**src/rtl/ad9866_spi_target.sv**
```systemverilog
// AD9866 serial control port target: decodes 16-bit frames from sclk/sen_n/sdio on the
// system clock, keeps a NREGS x 8 register image, and returns read data on sdo in 4-wire mode.
module ad9866_spi_target #(
    parameter int         NREGS     = 20,
    parameter logic [4:0] GAIN_ADDR = 5'h0A
) (
    input  logic               clk_i,
    input  logic               reset_i,
    input  logic               sclk_i,
    input  logic               sen_n_i,
    input  logic               sdio_i,
    output logic               sdo_o,
    output logic [NREGS*8-1:0] regs_o,
    output logic [5:0]         rx_gain_o,
    output logic               wr_stb_o,
    output logic [4:0]         wr_addr_o,
    output logic [7:0]         wr_data_o,
    output logic               frame_err_o
);

    // state | meaning
    // IDLE  | waiting for sen_n falling edge; captures ignored
    // SHIFT | frame open; captures shift sdio in, end edge commits or aborts
    typedef enum logic {IDLE, SHIFT} state_t;

    localparam logic [5:0] NREGS_W = 6'(NREGS);

    state_t      state_q, state_d;
    logic        sclk_dly_q, sen_n_dly_q;
    logic [4:0]  bitcnt_q, bitcnt_d;
    logic [15:0] shift_q, shift_d;
    logic        rw_q, rw_d;
    logic [7:0]  rdbyte_q, rdbyte_d;
    logic        sdo_q, sdo_d;
    logic [7:0]  regs_q [NREGS];
    logic [7:0]  regs_d [NREGS];
    logic        wr_stb_q, wr_stb_d;
    logic [4:0]  wr_addr_q, wr_addr_d;
    logic [7:0]  wr_data_q, wr_data_d;
    logic        frame_err_q, frame_err_d;

    logic        start_edge, end_edge, capture;
    logic        rd_mode;
    logic [4:0]  rd_addr;
    logic [2:0]  rd_bit;

    assign start_edge = sen_n_dly_q & ~sen_n_i;
    assign end_edge   = ~sen_n_dly_q & sen_n_i;
    assign capture    = sclk_i & ~sclk_dly_q;
    // read data only leaves the block for read frames in 4-wire mode
    assign rd_mode    = rw_q & regs_q[0][7];
    assign rd_addr    = {shift_q[3:0], sdio_i};
    assign rd_bit     = 3'(5'd14 - bitcnt_q);

    always_comb begin
        state_d     = state_q;
        bitcnt_d    = bitcnt_q;
        shift_d     = shift_q;
        rw_d        = rw_q;
        rdbyte_d    = rdbyte_q;
        sdo_d       = sdo_q;
        regs_d      = regs_q;
        wr_stb_d    = 1'b0;
        wr_addr_d   = wr_addr_q;
        wr_data_d   = wr_data_q;
        frame_err_d = 1'b0;
        case (state_q)
            IDLE: begin
                sdo_d = 1'b0;
                if (start_edge) begin
                    state_d  = SHIFT;
                    bitcnt_d = 5'd0;
                    shift_d  = 16'h0000;
                    rw_d     = 1'b0;
                end
            end
            SHIFT: begin
                if (end_edge) begin
                    state_d = IDLE;
                    sdo_d   = 1'b0;
                    if (bitcnt_q != 5'd16 || shift_q[14:13] != 2'b00) begin
                        frame_err_d = 1'b1;
                    end else if (!shift_q[15] && ({1'b0, shift_q[12:8]} < NREGS_W)) begin
                        regs_d[shift_q[12:8]] = shift_q[7:0];
                        wr_stb_d  = 1'b1;
                        wr_addr_d = shift_q[12:8];
                        wr_data_d = shift_q[7:0];
                    end
                end else if (capture && !sen_n_i) begin
                    shift_d = {shift_q[14:0], sdio_i};
                    if (bitcnt_q != 5'd17) begin
                        bitcnt_d = bitcnt_q + 5'd1;
                    end
                    if (bitcnt_q == 5'd0) begin
                        rw_d = sdio_i;
                    end
                    if (bitcnt_q == 5'd7) begin
                        rdbyte_d = ({1'b0, rd_addr} < NREGS_W) ? regs_q[rd_addr] : 8'h00;
                        sdo_d    = rd_mode & rdbyte_d[7];
                    end else if (bitcnt_q >= 5'd8 && bitcnt_q <= 5'd14) begin
                        sdo_d = rd_mode & rdbyte_q[rd_bit];
                    end else begin
                        sdo_d = 1'b0;
                    end
                end
            end
            default: state_d = IDLE;
        endcase
    end

    always_ff @(posedge clk_i) begin
        if (reset_i) begin
            state_q     <= IDLE;
            sclk_dly_q  <= 1'b0;
            sen_n_dly_q <= 1'b0;
            bitcnt_q    <= 5'd0;
            shift_q     <= 16'h0000;
            rw_q        <= 1'b0;
            rdbyte_q    <= 8'h00;
            sdo_q       <= 1'b0;
            regs_q      <= '{default: 8'h00};
            wr_stb_q    <= 1'b0;
            wr_addr_q   <= 5'd0;
            wr_data_q   <= 8'h00;
            frame_err_q <= 1'b0;
        end else begin
            state_q     <= state_d;
            sclk_dly_q  <= sclk_i;
            sen_n_dly_q <= sen_n_i;
            bitcnt_q    <= bitcnt_d;
            shift_q     <= shift_d;
            rw_q        <= rw_d;
            rdbyte_q    <= rdbyte_d;
            sdo_q       <= sdo_d;
            regs_q      <= regs_d;
            wr_stb_q    <= wr_stb_d;
            wr_addr_q   <= wr_addr_d;
            wr_data_q   <= wr_data_d;
            frame_err_q <= frame_err_d;
        end
    end

    for (genvar k = 0; k < NREGS; k++) begin : g_regs
        assign regs_o[8*k +: 8] = regs_q[k];
    end

    assign rx_gain_o   = regs_q[GAIN_ADDR][5:0];
    assign sdo_o       = sdo_q;
    assign wr_stb_o    = wr_stb_q;
    assign wr_addr_o   = wr_addr_q;
    assign wr_data_o   = wr_data_q;
    assign frame_err_o = frame_err_q;

endmodule
```
**config.mk**
```make
export PLATFORM = sky130hd
export DESIGN_NAME = ad9866_spi_target
export DESIGN_NICKNAME = d
export VERILOG_FILES = /design/src/rtl/ad9866_spi_target.sv
export SDC_FILE = /design/constraint.sdc
export NUM_CORES = 1
export LEC_CHECK = 0
export ABC_AREA = 1
export BUFFER_PORTS_ARGS = -buffer_cell sky130_fd_sc_hd__buf_2
export CORE_UTILIZATION = 60
export DETAILED_ROUTE_END_ITERATION = 6
export PLACE_DENSITY = 0.86
export SLEW_MARGIN = 20
export SYNTH_ARGS = -nofsm -noshare
export SYNTH_HDL_FRONTEND = slang
export SYNTH_SLANG_ARGS = --single-unit
```
**constraint.sdc**
```tcl
create_clock -name clk_i -period 2.9 [get_ports clk_i]
set_input_delay 0.435 -clock clk_i [delete_from_list [all_inputs] [get_ports clk_i]]
set_output_delay 0.435 -clock clk_i [all_outputs]
set_load 0.02 [all_outputs]
```
==> results of run 1 <==
placed cells by master (no fill, tap or decap), types with 4 or more instances in the layout:
cell | synthesis | layout
a211oi_1 | 18 | 18
a21oi_1 | 194 | 194
buf_12 | 0 | 4
buf_2 | 5 | 185
buf_4 | 6 | 16
clkbuf_1 | 59 | 5
clkbuf_16 | 0 | 23
clkbuf_8 | 0 | 8
dfxtp_1 | 209 | 208
ha_1 | 4 | 4
inv_1 | 143 | 143
inv_2 | 16 | 17
nand2_1 | 571 | 571
nand3_1 | 86 | 86
nor2_1 | 69 | 69
nor3_1 | 7 | 7
nor3_2 | 7 | 7
nor3_4 | 15 | 15
o21ai_0 | 34 | 34
o22ai_1 | 8 | 8
through the flow:
| stage | instance area (um^2) | util, % | std cells | setup WS, ns | power, uW |
|---|---|---|---|---|---|
| after floorplan | 9790 | - | 1475 | 1.05 | 3260 |
| after global placement | 10900 | 68.3 | 1816 | 0.589 | 3380 |
| after detailed placement | 10900 | 68.3 | 1816 | 0.451 | 3390 |
| after CTS | 11600 | 73.0 | 1854 | 0.403 | 6200 |
| after global routing | 11600 | 73.0 | 1854 | 0.149 | 6380 |
| final | 11600 | 73.0 | 1854 | 0.377 | 6220 |
layer usage:
layer / global-route usage (%) / wire length (um) / vias up / share of wire (%)
met5: 0 / 0 / - / 0
met2: 57.0 / 14000 / 697 / 46
li1: - / - / 4942 / -
met4: 13.7 / 872 / 0 / 2.9
met1: 48.1 / 12100 / 4775 / 40
met3: 4.80 / 3300 / 79 / 11
worst max-delay path, cell delays in order (launching register included):
cell and delay [ns]:
dfxtp_1 0.39, inv_1 0.19, ha_1 0.21, nand3_2 0.13, nor2_2 0.18, nand2_4 0.32, nor3_2 0.51, inv_1 0.25
nand2_1 0.11, a21oi_1 0.07
cells by family (layout without fill, tap and decap cells):
| logic type | count (synthesis) | count (layout) | synth area share [%] |
|---|---|---|---|
| simple gates | 764 | 764 | 33.3 |
| compound gates | 256 | 256 | 13.7 |
| buf+inv | 241 | 404 | 9.68 |
| flops | 209 | 209 | 42.7 |
| fa+ha+maj | 4 | 4 | 0.511 |
| xor+xnor | 1 | 1 | 0.0894 |
power groups by stage:
stage	Sequential [uW]	Clock, uW	Combinational [uW]
4_1_cts	2920	2880	406
6_report	2920	2880	421
2_1_floorplan	2960	0	292
5_1_grt	2920	3010	451
3_3_place_gp	2980	0	398
3_5_place_dp	2980	0	402
worst max path at each step:
| stage | from | end | slack (ns) |
|---|---|---|---|
| 2_1_floorplan | bitcnt_q[0]$_SDFFE_PP0P_ | regs_o[39]$_SDFFE_PP0P_ | 1.05 |
| 3_3_place_gp | bitcnt_q[0]$_SDFFE_PP0P_ | regs_o[99]$_SDFFE_PP0P_ | 0.59 |
| 3_5_place_dp | bitcnt_q[0]$_SDFFE_PP0P_ | regs_o[98]$_SDFFE_PP0P_ | 0.45 |
| 4_1_cts | bitcnt_q[0]$_SDFFE_PP0P_ | regs_o[102]$_SDFFE_PP0P_ | 0.40 |
| 5_1_grt | bitcnt_q[0]$_SDFFE_PP0P_ | regs_o[102]$_SDFFE_PP0P_ | 0.15 |
| 6_report | bitcnt_q[0]$_SDFFE_PP0P_ | regs_o[98]$_SDFFE_PP0P_ | 0.38 |
layout make-up:
class	count	area [um^2]	area share, %
repair buffers	206	1140	9.81
multi-input cells	1025	4660	40.2
clock buffers	36	704	6.08
well taps	216	270	2.33
inverters	160	601	5.18
flip-flops and latches	209	4190	36.1
clock inverters	2	35.0	0.302
flip-flops by register name, summed over array words and instances, names as in the netlist:
signal	count
frame_err_o	1
rdbyte_q	8
rw_q	1
wr_addr_o	5
shift_q	16
sdo_o	1
state_q	1
bitcnt_q	5
sen_n_dly_q	1
sclk_dly_q	1
regs_o	160
wr_stb_o	1
wr_data_o	8
synth_stat cells, types with 8 or more instances:
cell type / number
o22ai_1: 8
dfxtp_1: 209
inv_1: 143
o21ai_0: 34
nor2_1: 69
nand2_1: 571
nand3_1: 86
buf_1: 9
clkbuf_1: 59
inv_2: 16
a211oi_1: 18
a21oi_1: 194
nor3_4: 15
==> summary.md, run 1 <==
| Metric | Value |
|---|---|
| Final Setup Violations | 0 |
| Iter 0 DRT Violations | 1066 |
| Worst VDD drop | 0.471 mV |
| Lkg Pwr | 0.00507 uW |
| Ys Warns | 0 |
| Reg2reg path depth | 9 |
| Worst hold slack | 0.158 ns |
| Worst-path clk slew | 0.06 ns |
| N_diodes | 0 |
| CP required | 3.26 ns |
| Post-CTS Setup Inserts | 0 |
| Hpwl dp | 19800 um |
| Skew-Pair Late Insertion Delay | 0.50 ns |
| Largest net degree at the start of global routing | 95 |
| Max Fclk | 396 MHz |
| Max cap viols | 0 |
| TNS Setup | 0 ns |
| R2R Path Start | bitcnt_q[0]$_SDFFE_PP0P_ |
| CTS H-tree depth | 1 |
| Sw Pwr | 1490 uW |
| Final WL | 30300 um |
| Clock Skew | 0.00734 ns |
| Buffers on Ports | 186 |
| Overall routing resource usage | 35.3% |
| Synth area leaders | dfxtp_1, nand2_1, a21oi_1 |
| Clk pwr share | 46.2% |
| CTS tree | built |
| Cell variety after synth | 30 |
| Final Hold Fails | 0 |
| Clk buf depth | 3 |
| Reg power frac | 47.0% |
| Syn_area_per_cell | 6.64 um^2 |
| Worst R2R Setup Slack | 0.38 ns |
| Vias per inst | 5.66 |
| Die X | 130 um |
| Hold Path Depth | 3 |
| Die height | 130 um |
| GPL Wtd Cong | 0.905 |
| Internal power | 4730 uW |
| Hold Buf Count CTS | 0 |
| Sw frac | 24.0% |
| Number of vias in the routed layout | 10493 |
| Die area | 16800 um^2 |
| Asr flop ratio synth | 0% |
| Initial DRT Pass Iterations | 7 |
| Fraction of layout cells with a size suffix above 1 | 17.3% |
| Global-route wire length before repair | 47000 um |
| # fillers | 1326 |
| Net Count, Synth | 1484 |
| Crit-path max FO | 25 |
| ANT nets after route | 0 |
| WHS Endpoint | sclk_dly_q$_SDFF_PP0_ |
| Top-area cell type share of the netlist area | 42.7% |
| Fin nets | 1633 |
| Clk sink count | 209 |
| Row Count | 46 |
| Cells after synthesis | 1475 |
| Initial antenna violation count | 0 |
| CP Launch Type | flip-flop |
| Area Growth Syn to Fin | 18.4% |
| Total CTS buffers | 22 |
| WS Path Type | flip-flop to flip-flop |
| Core area | 15900 um^2 |
| Worst Tran Pin Value | 0.947 ns |
| Initial Util | 61.7% |
| Area leader, netlist | dfxtp_1 |
| Power share of the combinational group | 6.8% |
| Clk root buf | clkbuf_16 |
| Worst reg2reg endpoint | regs_o[98]$_SDFFE_PP0P_ |
| Commonest register cell after synthesis | dfxtp_1 |
| Fin crit period | 2.52 ns |
| Worst EP arrival | 2.88 ns |
| Final Cycle Share | 87.0% |
| Post-synth EDFFs | 0 |
| Status | finished, violations left |
| PD cells | 536 nW/um^2 |
| RSZ-0062 raised after global routing | no |
| HP Start | sclk_i |
| Post-synthesis cell area | 9790 um^2 |
| Post-route DRC | 3 |
| Post-synthesis register bit count | 209 |
| Max-slew violation count | 0 |
| CP Capture Type | flip-flop |
| Failing checks | DRC |
| CTS resizes | 0 |
| Routed WL per cell | 16.3 um |
| Grt ovf | 0 |
| Worst slew margin | 36.7% |
| Sequential cell area fraction in the yosys report | 42.7% |
| Vias in the first global route | 9311 |
| Path type of the worst min-delay path | input port to flip-flop |
| I/O pin cnt | 187 |
(Power assumes the default switching activity.)
==> inputs of run 2 (changes only) <==
--- a/config.mk
+++ b/config.mk
@@ -6,10 +6,10 @@
 export NUM_CORES = 1
 export LEC_CHECK = 0
 export ABC_AREA = 1
-export BUFFER_PORTS_ARGS = -buffer_cell sky130_fd_sc_hd__buf_2
-export CORE_UTILIZATION = 60
+export CORE_UTILIZATION = 64
 export DETAILED_ROUTE_END_ITERATION = 6
-export PLACE_DENSITY = 0.86
+export DONT_BUFFER_PORTS = 1
+export PLACE_DENSITY = 0.8
 export SLEW_MARGIN = 20
 export SYNTH_ARGS = -nofsm -noshare
 export SYNTH_HDL_FRONTEND = slang
==> summary.md, run 2 (synthesis gave the netlist of run 1 again) <==
| Metric | Value |
|---|---|
| Final WS setup | 0.469 ns |
| Layout Cells excl Fill | 1638 |
| Pre-CTS setup slack | 0.491 ns |
| N_diodes | 0 |
| Register Area | 4190 um^2 |
| CP delay by family, top | simple AND/OR/NAND/NOR gates |
| PD cells | 578 nW/um^2 |
| Post-route DRC | 0 |
| Row Count | 44 |
| Fin nets | 1448 |
| Number of vias in the routed layout | 9467 |
| ANT nets after route | 0 |
| Core area | 14800 um^2 |
| Area occupied by multi-input gates | 4660 um^2 |
| RSZ-0062 raised after global routing | no |
| Hpwl dp | 18800 um |
| Die area | 15800 um^2 |
| Status | finished clean |
| Initial DRT Pass Iterations | 5 |
| Skew-Pair Late Insertion Delay | 0.51 ns |
| Initial Util | 66.4% |
| Total CTS buffers | 22 |
| Clk buf depth | 3 |
| # fillers | 1254 |
| TNS Setup | 0 ns |
| Global-route wire length before repair | 45700 um |
| Clk sink count | 209 |
| Worst Tran Pin Value | 0.833 ns |
| Final Cycle Share | 83.8% |
| CTS tree | built |
| Routed WL per cell | 17.5 um |
| Cell-by-cell trace of the critical path | inv_1 > ha_1 > nand3_2 > nor2_2 > nand2_4 > nor3_2 > inv_1 > nand2_1 > a21oi_1 |
| Grt ovf | 0 |
| Commonest cells after routing, fill and taps aside | nand2_1, dfxtp_1, a21oi_1 |
| Fin crit period | 2.43 ns |
| Area Growth Syn to Fin | 8.06% |
| Clk root buf | clkbuf_16 |
| Worst hold slack | 0.00443 ns |
| Most common cell after layout, fill and taps aside | nand2_1 |
| CP required | 3.30 ns |
| Worst EP arrival | 2.83 ns |
| Worst VDD drop | 0.473 mV |
| Max cap viols | 0 |
| CTS resizes | 0 |
| Max-slew violation count | 0 |
| Die height | 126 um |
| Dpl cells | 1598 |
| Pwr Total | 6120 uW |
| Iter 0 DRT Violations | 1154 |
| Top cell by count, worst path | inv_1 |
| Max reg flops | 160 |
| WS Path Type | flip-flop to flip-flop |
| Vias per inst | 5.78 |
| Post-CTS Setup Inserts | 0 |
| Crit-path max FO | 25 |
| CP Launch Type | flip-flop |
| Clock Skew | 0.0187 ns |
| Max incr delay on CP | 0.49 ns |
| Initial antenna violation count | 0 |
| Die X | 126 um |
| Max Fclk | 411 MHz |
| Fraction of layout cells with a size suffix above 1 | 6.60% |
| Buffers on Ports | 0 |
| Lkg Pwr | 0.00401 uW |
| GPL Wtd Cong | 0.874 |
| Final WL | 28700 um |
| I/O pin cnt | 187 |
| Worst slew margin | 44.4% |
| Largest net degree at the start of global routing | 197 |
| Vias in the first global route | 8447 |
| Final Setup Violations | 0 |
| Final Hold Fails | 0 |
| CP Capture Type | flip-flop |
| Path type of the worst min-delay path | input port to flip-flop |
| WP buf/inv | 2 |
| Overall routing resource usage | 36.1% |
| Worst-path clk slew | 0.06 ns |
| Slowest stage cell, crit path | nor3_2 |
| Hold Buf Count CTS | 0 |
| CTS H-tree depth | 1 |
## run 2: cell types whose count changed in the layout (fill, tap and decap cells not counted)
cell           before  now
buf_12              4    1
buf_4              16   19
clkbuf_8            8    7
clkbuf_1            5    7
buf_6               1    0
dlygate4sd3_1       0    1
buf_2             185    0
## run 2: routing by layer
metal  GRT usage [%]  routed length (um)  up-vias
li1                -                   -     4593
met1            48.2               11400     4273
met2            55.8               12900      540
met3            10.4                3580       61
met4            12.5                 792        0
met5               0                   0        -
## run 2: final timing paths
kind | start | endpoint | slack, ns | cells after the start
hold reg to reg | rdbyte_q[5]$_SDFFE_PP0P_ | rdbyte_q[5]$_SDFFE_PP0P_ | 0.47 | 2
hold / removal | reset_i | regs_o[2]$_SDFFE_PP0P_ | 0.004 | 1
setup / recovery | bitcnt_q[0]$_SDFFE_PP0P_ | regs_o[71]$_SDFFE_PP0P_ | 0.47 | 9
setup reg to reg | bitcnt_q[0]$_SDFFE_PP0P_ | regs_o[71]$_SDFFE_PP0P_ | 0.47 | 9
## run 2: worst reg2reg max path, stage by stage, from the launching register on
cell,delay [ns]
dfxtp_1,0.40
inv_1,0.18
ha_1,0.21
nand3_2,0.14
nor2_2,0.15
nand2_4,0.32
nor3_2,0.51
inv_1,0.24
nand2_1,0.11
a21oi_1,0.07
## run 2: through the flow
step / cell area (um^2) / utilization (%)
5_1_grt: 10600 / 71.7
3_3_place_gp: 9840 / 66.7
3_5_place_dp: 9840 / 66.7
2_1_floorplan: 9790 / -
6_report: 10600 / 71.7
4_1_cts: 10600 / 71.7
## run 2: power breakdown
group	switching (uW)	total (uW)	internal, uW
clock network	1130	2850	1720
logic	253	349	95.6
registers	32.5	2920	2890
total	1420	6120	4700
## run 2: final cells by class
class / instances / share of cell area, %
clock buffers: 37 / 6.60
repair buffers: 21 / 1.63
clock inverters: 2 / 0.331
multi-input cells: 1025 / 44.0
well taps: 184 / 2.18
inverters: 160 / 5.67
flip-flops and latches: 209 / 39.5
